==> src/rtl/fir_filter_mac_core.sv <==
// Queue-fed FIR engine: samples pass through an input FIFO into an NTAPS delay line,
// then a single multiplier walks the taps one per clock and a saturated sum is handed out.
module fir_filter_mac_core #(
    parameter int DATA_W = 16,
    parameter int COEF_W = 16,
    parameter int NTAPS  = 4,
    parameter int DEPTH  = 4,
    parameter int ACC_W  = 32
) (
    input  logic                      clk,
    input  logic                      reset,
    input  logic                      write,
    input  logic [DATA_W-1:0]         input_data,
    output logic                      full,
    output logic                      empty,
    input  logic                      coef_wr,
    input  logic [$clog2(NTAPS)-1:0]  coef_addr,
    input  logic [COEF_W-1:0]         coef_data,
    output logic                      busy,
    input  logic                      read,
    output logic                      sum_valid,
    output logic [ACC_W-1:0]          sum
);
    localparam int TAW    = $clog2(NTAPS);
    localparam int KW     = $clog2(NTAPS + 1);
    localparam int PW     = $clog2(DEPTH);
    localparam int PRODW  = DATA_W + COEF_W;
    localparam int ACCI_W = PRODW + TAW;
    localparam int SW     = ((ACCI_W > ACC_W) ? ACCI_W : ACC_W) + 1;
    localparam logic signed [SW-1:0] SMAX = (SW'(1) << (ACC_W - 1)) - SW'(1);
    localparam logic signed [SW-1:0] SMIN = ~SMAX;

    typedef enum logic [1:0] {IDLE, MAC, DONE} state_e;

    state_e                          state_q, state_d;
    logic [DEPTH-1:0][DATA_W-1:0]    fifo_q;
    logic [PW-1:0]                   wr_ptr_q, rd_ptr_q;
    logic [PW:0]                     count_q, count_d;
    logic                            full_q, empty_q;
    logic [NTAPS-1:0][DATA_W-1:0]    dl_q;
    logic [NTAPS-1:0][COEF_W-1:0]    coef_q;
    logic [KW-1:0]                   k_q, k_d;
    logic [TAW-1:0]                  k_idx;
    logic signed [ACCI_W-1:0]        acc_q, acc_d;
    logic signed [PRODW-1:0]         prod;
    logic signed [SW-1:0]            acc_ext;
    logic [ACC_W-1:0]                sat_val;
    logic [ACC_W-1:0]                sum_q, sum_d;
    logic                            valid_q, valid_d;
    logic                            pop, push, coef_we;

    assign pop     = (state_q == IDLE) && !empty_q;
    // A pop frees a slot in the same cycle, so a write to a full FIFO still lands then.
    assign push    = write && (!full_q || pop);
    assign coef_we = coef_wr && (state_q == IDLE) && empty_q && (int'(coef_addr) < NTAPS);
    assign count_d = count_q + {{PW{1'b0}}, push} - {{PW{1'b0}}, pop};

    always_ff @(posedge clk) begin
        if (push) fifo_q[wr_ptr_q] <= input_data;
    end

    always_ff @(posedge clk or negedge reset) begin
        if (!reset) begin
            wr_ptr_q <= '0;
            rd_ptr_q <= '0;
            count_q  <= '0;
            full_q   <= 1'b0;
            empty_q  <= 1'b1;
        end else begin
            if (push) wr_ptr_q <= wr_ptr_q + PW'(1);
            if (pop)  rd_ptr_q <= rd_ptr_q + PW'(1);
            count_q <= count_d;
            full_q  <= (count_d == (PW+1)'(DEPTH));
            empty_q <= (count_d == '0);
        end
    end

    // Guard the index on the final load cycle, where k has run one past the last tap.
    assign k_idx   = (k_q < KW'(NTAPS)) ? k_q[TAW-1:0] : '0;
    assign prod    = $signed(dl_q[k_idx]) * $signed(coef_q[k_idx]);
    assign acc_ext = SW'(acc_q);
    assign sat_val = (acc_ext > SMAX) ? ACC_W'(SMAX) :
                     (acc_ext < SMIN) ? ACC_W'(SMIN) : ACC_W'(acc_ext);

    always_comb begin
        state_d = state_q;
        k_d     = k_q;
        acc_d   = acc_q;
        sum_d   = sum_q;
        valid_d = valid_q;
        unique case (state_q)
            IDLE: if (pop) begin
                k_d     = '0;
                acc_d   = '0;
                state_d = MAC;
            end
            MAC: if (k_q == KW'(NTAPS)) begin
                sum_d   = sat_val;
                valid_d = 1'b1;
                state_d = DONE;
            end else begin
                acc_d = acc_q + ACCI_W'(prod);
                k_d   = k_q + KW'(1);
            end
            DONE: if (read) begin
                valid_d = 1'b0;
                state_d = IDLE;
            end
            default: state_d = IDLE;
        endcase
    end

    always_ff @(posedge clk or negedge reset) begin
        if (!reset) begin
            state_q <= IDLE;
            k_q     <= '0;
            acc_q   <= '0;
            sum_q   <= '0;
            valid_q <= 1'b0;
            dl_q    <= '0;
            for (int i = 0; i < NTAPS; i++) coef_q[i] <= (i == 0) ? COEF_W'(1) : '0;
        end else begin
            state_q <= state_d;
            k_q     <= k_d;
            acc_q   <= acc_d;
            sum_q   <= sum_d;
            valid_q <= valid_d;
            if (pop)     dl_q <= {dl_q[NTAPS-2:0], fifo_q[rd_ptr_q]};
            if (coef_we) coef_q[coef_addr] <= coef_data;
        end
    end

    assign full      = full_q;
    assign empty     = empty_q;
    assign busy      = (state_q != IDLE);
    assign sum_valid = valid_q;
    assign sum       = sum_q;
endmodule
==> config.mk <==
export PLATFORM = sky130hd
export DESIGN_NAME = fir_filter_mac_core
export DESIGN_NICKNAME = d
export VERILOG_FILES = /design/src/rtl/fir_filter_mac_core.sv
export SDC_FILE = /design/constraint.sdc
export NUM_CORES = 1
export LEC_CHECK = 0
export ABC_CLOCK_PERIOD_IN_PS = 7300
export CAP_MARGIN = 20
export CELL_PAD_IN_SITES_DETAIL_PLACEMENT = 1
export CELL_PAD_IN_SITES_GLOBAL_PLACEMENT = 1
export CORE_MARGIN = 1
export CORE_UTILIZATION = 42
export CTS_CLUSTER_DIAMETER = 40
export CTS_CLUSTER_SIZE = 30
export DETAILED_ROUTE_END_ITERATION = 6
export GPL_TIMING_DRIVEN = 0
export MAX_ROUTING_LAYER = met4
export PLACE_DENSITY_LB_ADDON = 0.1
export SYNTH_ARGS = -nofsm -noshare
export SYNTH_HDL_FRONTEND = slang
export SYNTH_SLANG_ARGS = --single-unit
==> constraint.sdc <==
create_clock -name clk -period 7.3 [get_ports clk]
set_input_delay 1.46 -clock clk [delete_from_list [all_inputs] [get_ports clk]]
set_output_delay 1.46 -clock clk [all_outputs]
set_load 0.1 [all_outputs]
==> flow_metrics.tcl <==
set metrics [dict create \
    port-buffer-count 74 \
    grt_remaining_overflow 0 \
    hp-class "register to register" \
    dieArea_mm2 0.0545 \
    worstRegToRegCells 30 \
    cts.sinks 273 \
    regArea_mm2 0.00715 \
    crit_arrival_ps 7870 \
    period_needed_ps 7430 \
    crit_family "adder cells" \
    violations "DRC, setup timing" \
    relSlewSlack_pct 31.1 \
    synth.most_common_cell "nand2_1" \
    start_kind "register" \
    rrSetupSlack_ps -130 \
    cp_common_cell "fa_1" \
    htreeDepth 2 \
    root_buffer "clkbuf_16" \
    nNetsFinal 2857 \
    netlist_area_mm2 0.0225 \
    insertion_delay_ps 590 \
    syn_area_per_cell_um2 10.4 \
    grt_max_degree 113 \
    row_count 84 \
    synth.area.top_cells "fa_1 27%, dfrtp_1 23%, edfxtp_1 8.5%, nand2_1 6.6%, ha_1 6.1%" \
    layout_setup_ws_ps -129 \
    start_util_pct 42.6 \
    path_clk_slew_ps 50 \
    antenna_left 0 \
    grt_pass1_wl_um 104000 \
    slowest_delay_ps 570 \
    synth_commonest_cells "394 x nand2_1, 354 x inv_1, 306 x fa_1" \
    rr_startpoint "k_q[0]$_DFFE_PN0P_" \
    cpMaxStageDelayCell "fa_1" \
    dp_hpwl_um 49200 \
    grt_use_total_pct 26.3 \
    crit_path_max_fanout 6 \
    synth_seq_cells 273 \
    die_h_um 233 \
    diodes 0 \
    finalWirelength_um 66400 \
    final-setup-viol-count 6 \
    synth-edff-count 64 \
    path_buf_inv 11 \
    min_from "sum[18]$_DFFE_PN0P_" \
    cts_tree "yes" \
    fp.dieW_um 233 \
    vias 16400 \
    status "complete, but fails checks" \
    multi_input_area_mm2 0.0146 \
    crit_type "register to register" \
    nFillCells 5629 \
    r2r_end "acc_q[33]$_DFFE_PN0P_" \
    hold_path_depth 2 \
    fmax_mhz 135 \
    ys.flop_type "dfrtp_1" \
    antenna_found_initial 0 \
    post-place-ws_ps -1780 \
    drv_cap 0 \
    via_per_inst 5.23 \
    grt_pass1_vias 18300 \
    core_mm2 0.0528 \
    rsz0062_at_grt "yes" \
    synthCells 2153 \
    first_pass_iters 7 \
    cts_buffers 48 \
    whs_endpoint "sum[18]$_DFFE_PN0P_" \
    crit_required_ps 7740 \
    synthToLayoutAreaGrowth_pct 25.6 \
    worstSetupEndpointType "register" \
    yosysTopAreaCellShare_pct 27.2 \
    tightest_slew_ps 1030 \
    synthArstFlopShare_pct 76.6 \
    final_layout_size_suffix_gt1_share_pct 19.6 \
    seq_area_frac_synth_pct 31.8 \
    yosysWarnings 0 \
    gp_congestion 0.912 \
    wl_per_cell_um 21.2 \
    drc 4 \
    hold_viol 0 \
    finalCritPeriodShare_pct 102 \
    fin_skew_ps 21.1 \
    io_pins 75 \
    finalMaxSlewViolations 0 \
    clock_path_buffers 3 \
    synth.distinct_cells 68 \
    detail_route.iter0.violations 749 \
    yosysTopAreaCell "fa_1" \
    syn_nets 2608 \
]
## through the flow
step | utilization [%] | std cells | TNS (ps) | area, um^2 | hold WS (ps)
floorplan | - | 2153 | 0 | 22500 | 446
global placement | 45.7 | 2915 | -954560 | 24100 | 458
detailed placement | 45.8 | 2924 | -27520 | 24200 | 467
CTS | 52.0 | 3084 | -36.4 | 27400 | 480
global route | 53.5 | 3128 | -2290 | 28300 | 512
finish | 53.5 | 3128 | -337 | 28300 | 476
## cell families after synthesis
logic type	count (synthesis)	share of synthesized area (%)
buffers and inverters	426	7.33
AOI/OAI and AO/OA	165	4.53
DFF	273	31.8
xor gates and xnor gates	40	1.56
adders and majority gates	416	33.4
and+or+nand+nor	651	11.9
muxes	182	9.50
## state kept, by name, summed over array words and instances (netlist names)
register / count
sum: 32
sum_valid: 1
count_q: 3
wr_ptr_q: 2
coef_q: 64
state_q: 2
dl_q: 64
rd_ptr_q: 2
full: 1
fifo_q: 64
acc_q: 34
empty: 1
k_q: 3
## worst register-to-register path, delay by kind of cell, from the launching register on
family,cells,cell delay (ps)
mux,2,420
xor+xnor,1,220
fa+ha+maj,7,3380
simple gates,5,880
flops,1,410
compound gates,4,700
buf+inv,11,1290
## how the worst max path moves through the flow
| stage | from | cells past startpoint | to |
|---|---|---|---|
| floorplan | k_q[2]$_DFFE_PN0P_ | 27 | acc_q[33]$_DFFE_PN0P_ |
| global placement | reset | 1 | acc_q[31]$_DFFE_PN0P_ |
| detailed placement | k_q[0]$_DFFE_PN0P_ | 26 | acc_q[33]$_DFFE_PN0P_ |
| CTS | k_q[0]$_DFFE_PN0P_ | 30 | acc_q[33]$_DFFE_PN0P_ |
| global route | k_q[2]$_DFFE_PN0P_ | 27 | acc_q[33]$_DFFE_PN0P_ |
| finish | k_q[0]$_DFFE_PN0P_ | 30 | acc_q[33]$_DFFE_PN0P_ |
## cell usage in the layout, fill, tap and decap left out, drive strengths merged, types with 19 or more instances in the layout
cell / instances
clkbuf: 106
dfrtp: 207
mux2i: 75
and2: 19
ha: 110
mux2: 91
o21ai: 84
edfxtp: 64
a21oi: 19
nand2: 395
clkdlybuf4s50: 73
inv: 364
buf: 144
nor2: 171
fa: 306
xnor2: 25
## area by class of cell
cell class | count | area share, %
inverter | 355 | 4.76
buffer | 71 | 2.06
clock inverter | 32 | 1.42
tap | 688 | 3.05
sequential | 273 | 25.3
multi-input combinational | 1454 | 51.7
clock buffer | 56 | 4.46
timing repair buffer | 199 | 7.27
## metal layers
layer	wire, um	up-vias	GRT usage, %
met1	27800	8664	33.4
met5	0	-	-
met3	2980	99	3.77
li1	-	7291	-
met4	2160	0	8.91
met2	33400	308	43.1
## what timing repair did
action                     4_1_cts  5_1_grt
gates resized for setup        192       95
hold buffers                     0        0
pin swaps                       20       53
setup buffers                   67       41
setup endpoints to repair       24       14
cloned                           5        3
Power is left out: the tool's default activity adds up to more than one toggle a clock period on the data nets, which glitch-free logic cannot reach.
